--- src/rtl/tx_packet_framer.sv ---
// tx_packet_framer: collects 16-bit result words into a buffer, then sends them to the UART TX
// as a sync byte, a header, the data bytes MSB-first and an XOR checksum.
module tx_packet_framer #(
    parameter logic [7:0] SYNC_BYTE       = 8'hA5,
    parameter int         MAX_WORDS       = 15,
    parameter int         COLLECT_TIMEOUT = 1024
) (
    input  logic        i_Clk,
    input  logic        i_Rst_n,
    input  logic [15:0] i_Tx_Word,
    input  logic        i_Write_Tx_Word,
    input  logic [3:0]  i_Tx_Word_Cnt,
    input  logic [3:0]  i_Tx_Resp_Type,
    output logic [7:0]  o_Tx_Byte,
    output logic        o_Tx_DV,
    input  logic        i_Tx_Active,
    input  logic        i_Tx_Done,
    output logic        o_Busy,
    output logic        o_Pkt_Done,
    output logic        o_Err
);
    localparam int TW = $clog2(COLLECT_TIMEOUT + 1);

    typedef enum logic [2:0] {
        IDLE, COLLECT, SEND_SYNC, SEND_HDR, SEND_HI, SEND_LO, SEND_CSUM, WAIT_DONE
    } state_t;

    state_t        state, state_n, ret, ret_n;
    logic [15:0]   word_buf [0:MAX_WORDS-1];
    logic [3:0]    wr_idx, wr_idx_n, rd_idx, rd_idx_n, cnt, cnt_n, typ, typ_n, wr_addr;
    logic [7:0]    csum, csum_n, byte_n, tx_b;
    logic [TW-1:0] timer, timer_n;
    logic          dv_n, done_n, err_n, wr_en;

    assign o_Busy  = !(state == IDLE || state == COLLECT);
    assign wr_addr = (state == IDLE) ? 4'd0 : wr_idx;

    // Next-state and datapath decisions; a send state issues its byte only once the UART is idle
    always_comb begin
        state_n  = state;
        ret_n    = ret;
        wr_idx_n = wr_idx;
        rd_idx_n = rd_idx;
        cnt_n    = cnt;
        typ_n    = typ;
        csum_n   = csum;
        timer_n  = timer;
        byte_n   = o_Tx_Byte;
        dv_n     = 1'b0;
        done_n   = 1'b0;
        err_n    = 1'b0;
        wr_en    = 1'b0;
        tx_b     = (state == SEND_SYNC) ? SYNC_BYTE :
                   (state == SEND_HDR)  ? {typ, cnt} :
                   (state == SEND_HI)   ? word_buf[rd_idx][15:8] :
                   (state == SEND_LO)   ? word_buf[rd_idx][7:0] : csum;
        case (state)
            IDLE: if (i_Write_Tx_Word) begin
                err_n = (i_Tx_Word_Cnt == 4'd0);
                if (!err_n) begin
                    wr_en    = 1'b1;
                    cnt_n    = i_Tx_Word_Cnt;
                    typ_n    = i_Tx_Resp_Type;
                    wr_idx_n = 4'd1;
                    rd_idx_n = 4'd0;
                    csum_n   = 8'd0;
                    timer_n  = '0;
                    state_n  = (i_Tx_Word_Cnt == 4'd1) ? SEND_SYNC : COLLECT;
                end
            end
            COLLECT: if (i_Write_Tx_Word) begin
                wr_en    = 1'b1;
                wr_idx_n = wr_idx + 4'd1;
                timer_n  = '0;
                if (wr_idx + 4'd1 == cnt) state_n = SEND_SYNC;
            end else if (timer == TW'(COLLECT_TIMEOUT - 1)) begin
                err_n   = 1'b1;
                timer_n = '0;
                state_n = IDLE;
            end else begin
                timer_n = timer + 1'b1;
            end
            WAIT_DONE: if (i_Tx_Done) begin
                state_n = ret;
                done_n  = (ret == IDLE);
            end
            default: if (!i_Tx_Active) begin
                byte_n   = tx_b;
                dv_n     = 1'b1;
                state_n  = WAIT_DONE;
                csum_n   = (state == SEND_SYNC || state == SEND_CSUM) ? csum : csum ^ tx_b;
                rd_idx_n = (state == SEND_LO) ? rd_idx + 4'd1 : rd_idx;
                ret_n    = (state == SEND_SYNC) ? SEND_HDR :
                           (state == SEND_HI)   ? SEND_LO :
                           (state == SEND_CSUM) ? IDLE :
                           (state == SEND_LO && rd_idx + 4'd1 == cnt) ? SEND_CSUM : SEND_HI;
            end
        endcase
        if (i_Write_Tx_Word && o_Busy) err_n = 1'b1;
    end

    // State, control registers and registered UART-side outputs
    always_ff @(posedge i_Clk or negedge i_Rst_n) begin
        if (!i_Rst_n) begin
            state      <= IDLE;
            ret        <= IDLE;
            wr_idx     <= 4'd0;
            rd_idx     <= 4'd0;
            cnt        <= 4'd0;
            typ        <= 4'd0;
            csum       <= 8'd0;
            timer      <= '0;
            o_Tx_Byte  <= 8'd0;
            o_Tx_DV    <= 1'b0;
            o_Pkt_Done <= 1'b0;
            o_Err      <= 1'b0;
        end else begin
            state      <= state_n;
            ret        <= ret_n;
            wr_idx     <= wr_idx_n;
            rd_idx     <= rd_idx_n;
            cnt        <= cnt_n;
            typ        <= typ_n;
            csum       <= csum_n;
            timer      <= timer_n;
            o_Tx_Byte  <= byte_n;
            o_Tx_DV    <= dv_n;
            o_Pkt_Done <= done_n;
            o_Err      <= err_n;
        end
    end

    // Word buffer storage; stale contents are simply never read once a packet is discarded
    always_ff @(posedge i_Clk) begin
        if (wr_en) word_buf[wr_addr] <= i_Tx_Word;
    end
endmodule

--- config.mk ---
export PLATFORM = sky130hd
export DESIGN_NAME = tx_packet_framer
export DESIGN_NICKNAME = d
export VERILOG_FILES = /design/src/rtl/tx_packet_framer.sv
export SDC_FILE = /design/constraint.sdc
export NUM_CORES = 1
export LEC_CHECK = 0
export CORE_UTILIZATION = 45
export CTS_CLUSTER_DIAMETER = 40
export DETAILED_ROUTE_END_ITERATION = 6
export GPL_TIMING_DRIVEN = 0
export SYNTH_ARGS = -nofsm -noshare
export SYNTH_HDL_FRONTEND = slang
export SYNTH_SLANG_ARGS = --single-unit
--- constraint.sdc ---
create_clock -name i_Clk -period 3.51 [get_ports i_Clk]
set_input_delay 0.351 -clock i_Clk [delete_from_list [all_inputs] [get_ports i_Clk]]
set_output_delay 0.351 -clock i_Clk [all_outputs]
set_load 0.01 [all_outputs]
==> results.yml <==
sta:
  fin_crit_ns: 3.22
  finalCritPeriodShare_pct: 91.6
  relSlewSlack_pct: 38.1
  max_freq_mhz: 311
  rsz0062_at_grt: "no"
  fin_worst_skew_ns: 0.0182
  tightest_slew_ns: 0.928
  final-max-slew-violation-count: 0
  hold_viol: 0
  setup_viol: 0
  fin_tns_setup_ns: 0
logic_synthesis:
  syn_area_um2: 12400
  ys_seq_elements: 292
  ys_types: 70
  ys_warn_count: 0
  syn_inst: 817
  ys_seq_area_share_pct: 68.7
  syn_avg_cell_area_um2: 15.2
  synth_top_area_share_pct: 58.2
  async_flop_share_pct: 17.8
  ys.flop_type: "edfxtp_1"
  synthTopCellsByArea: "edfxtp_1 (58%), dfrtp_1 (11%), mux2i_1 (4.6%), mux4_2 (4.4%), nand2_1 (1.9%)"
  synth_top_area_cell: "edfxtp_1"
  syn_nets: 849
  synth_edf_count: 240
global_route:
  overflow: 0
  grtUsageTotal_pct: 22.6
  grt_pass1_wl_um: 46800
  antenna_found_initial: 0
  grt_pass1_vias: 7367
  grt_max_degree: 39
route:
  drtPass1Iterations: 5
  routed_wl_um: 30900
  viasPerCell: 5.79
  drt_iter0_markers: 626
  ant_nets: 0
  avgRoutedWirePerCell_um: 23.9
  via_count: 7487
  drcViolationCount: 0
critical_path:
  arrival_ns: 3.58
  cp-start-kind: "flip-flop"
  required_ns: 3.88
  critical_path.max_fanout: 10
  end_kind: "flip-flop"
  crit_type: "reg -> reg"
  r2r_cells: 6
clock_network:
  insertion_delay_ns: 0.52
  path_clk_slew_ns: 0.05
  cts_max_level: 2
  post_cts_buffers: 0
  cts_max_path_buffers: 3
  numCtsBuffers: 41
  cts_tree: "yes"
  cts.root.buffer_cell: "clkbuf_16"
  clkSinkCount: 292
die:
  die_h_um: 168
  initial_core_util_pct: 46.0
  die_area_um2: 28200
  io_pins: 41
  fp.dieW_um: 168
  core-area_um2: 27000
  num_rows: 60
flow_run:
  max-cap-violations: 0
cells_and_area:
  drive_gt1_share_pct: 17.6
  antenna_cells: 0
  final_cell_count_no_fill: 1294
  area_growth_pct: 19.9
  nets: 955
pwr:
  p_int_mw: 7.91
  vdd_drop_max_mv: 0.420
  switching_share_pct: 32.9
  cellLeakagePower_nw: 5.18
  combPwrFrac_pct: 31.0
  p_seq_share_pct: 36.0
  power.density_nw_per_um2: 793
  p_clk_share_pct: 33.0
  netSwitchingPower_mw: 3.87
place:
  post-dp-hpwl_um: 20900
  place.gp.congestion: 0.882
  place_inst: 1220
  port_buffers: 40
min_path:
  min_path_type: "in -> async"
outcome:
  status: "complete, no violations"
## through the flow
step                      hold slack [ns]  worst slack [ns]  utilization, %  power, mW  instance area (um^2)
final                               0.298             0.295            55.1       11.8                 14900
after global routing                0.327            0.0468            55.1       12.3                 14900
after CTS                           0.294             0.129            55.1       11.8                 14900
after detailed placement            0.289             0.143            50.3       7.92                 13500
after global placement              0.460             -1.93            49.0       7.88                 13200
after floorplan                    0.0554             0.279               -       6.69                 12400
## what timing repair did
action / in CTS / in global routing
hold endpoints to repair: 14 / 0
gates resized for setup: 0 / 1
hold buffers: 1 / 0
setup endpoints to repair: 0 / 16
## worst max-delay path: stages, from the launching register on
cell and delay [ns]:
dfrtp_1 0.55, clkbuf_1 0.74, o32ai_1 0.21, a2111oi_0 0.71, o31ai_1 0.26, o31ai_1 0.46
a2bb2oi_1 0.12
## area by class of cell
| cell class | count | area (um^2) |
|---|---|---|
| Timing Repair Buffer | 63 | 671 |
| Buffer | 44 | 235 |
| Multi-Input combinational cell | 468 | 3670 |
| Sequential cell | 292 | 8510 |
| Fill cell | 2162 | 12100 |
| Clock inverter | 22 | 204 |
| Clock buffer | 51 | 1090 |
| Tap cell | 341 | 427 |
| Inverter | 13 | 48.8 |
## cells by family (layout without fill, tap and decap cells)
family / after synthesis / count (layout) / synth area share (%)
AOI/OAI and AO/OA: 140 / 140 / 7.52
xor gates and xnor gates: 23 / 23 / 1.63
adders and majority gates: 3 / 3 / 0.303
buffers and inverters: 57 / 193 / 2.29
DFF: 292 / 292 / 68.7
muxes: 103 / 103 / 11.7
and+or+nand+nor: 199 / 199 / 7.85
## cell usage after synthesis, drive strengths merged, types with 3 or more instances
cell type  instances
or2                3
ha                 3
o32ai              4
o221ai             3
o211ai             5
and3b              3
nor2b             18
o21ai             38
mux2              16
edfxtp           240
xor2               8
nand2             62
a31oi              7
nand3             11
and2               4
a21o               3
a22oi              8
nor3b              3
nor2              50
inv               12
nor3              12
or3                3
mux4              30
buf               23
nand2b            12
mux2i             57
o31ai             10
o22ai              9
nor4               6
clkbuf            21
dfrtp             52
a21oi             21
nand3b             4
a211oi             8
xnor2             15
## state kept, by name, indices dropped and copies added (netlist names), 4 cells and up
| name | count |
|---|---|
| cnt | 4 |
| csum | 8 |
| o_Tx_Byte | 8 |
| rd_idx | 4 |
| timer | 11 |
| typ | 4 |
| word_buf | 240 |
| wr_idx | 4 |
## per-layer routing
layer	track usage (%)	up-vias	part of all wire, %
met4	6.70	0	2.2
met2	36.1	237	47
li1	-	3384	-
met1	32.1	3817	45
met5	0	-	0
met3	3.46	49	5.6
## power groups by stage
| stage | clock network [mW] | registers [mW] | logic (mW) |
|---|---|---|---|
| floorplan | 0 | 4.26 | 2.43 |
| global placement | 0 | 4.30 | 3.57 |
| detailed placement | 0 | 4.30 | 3.63 |
| CTS | 3.93 | 4.24 | 3.65 |
| global route | 4.08 | 4.27 | 3.92 |
| finish | 3.89 | 4.24 | 3.65 |
## path summary, 6_finish.rpt
kind	startpoint	to	slack (ns)
hold / removal	i_Rst_n	timer[4]$_DFFE_PN0P_	0.30
min in group i_Clk	i_Tx_Done	o_Pkt_Done$_DFF_PN0_	0.45
max in group asynchronous	i_Rst_n	csum[7]$_DFFE_PN0P_	2.67
setup / recovery	rd_idx[2]$_DFFE_PN0P_	o_Tx_Byte[7]$_DFFE_PN0P_	0.29
hold reg to reg	csum[5]$_DFFE_PN0P_	csum[5]$_DFFE_PN0P_	0.47
setup reg to reg	rd_idx[2]$_DFFE_PN0P_	o_Tx_Byte[7]$_DFFE_PN0P_	0.29
## placed cells by master (no fill, tap or decap), types with 4 or more instances in the layout
cell / instances
nor3_2: 4
nor2_1: 42
clkdlybuf4s50_1: 39
clkbuf_16: 42
inv_1: 11
nor2b_1: 18
clkbuf_1: 28
buf_4: 11
edfxtp_1: 240
nand2_1: 62
mux4_1: 6
clkinv_4: 4
o211ai_1: 5
o21ai_0: 36
a22oi_1: 8
nor3_1: 8
buf_8: 5
nand3_1: 11
mux2i_1: 57
nand2b_1: 12
o31ai_1: 10
dfrtp_1: 52
xor2_1: 8
mux4_2: 24
mux2_2: 15
a211oi_1: 8
a21oi_1: 19
nor4_1: 4
clkinvlp_4: 5
buf_2: 13
nor2_2: 6
o22ai_1: 9
a31oi_1: 7
xnor2_1: 15
nand3b_1: 4
buf_6: 11
o32ai_1: 4
clkinv_2: 4
clkinv_1: 4
(Power assumes the default switching activity.)
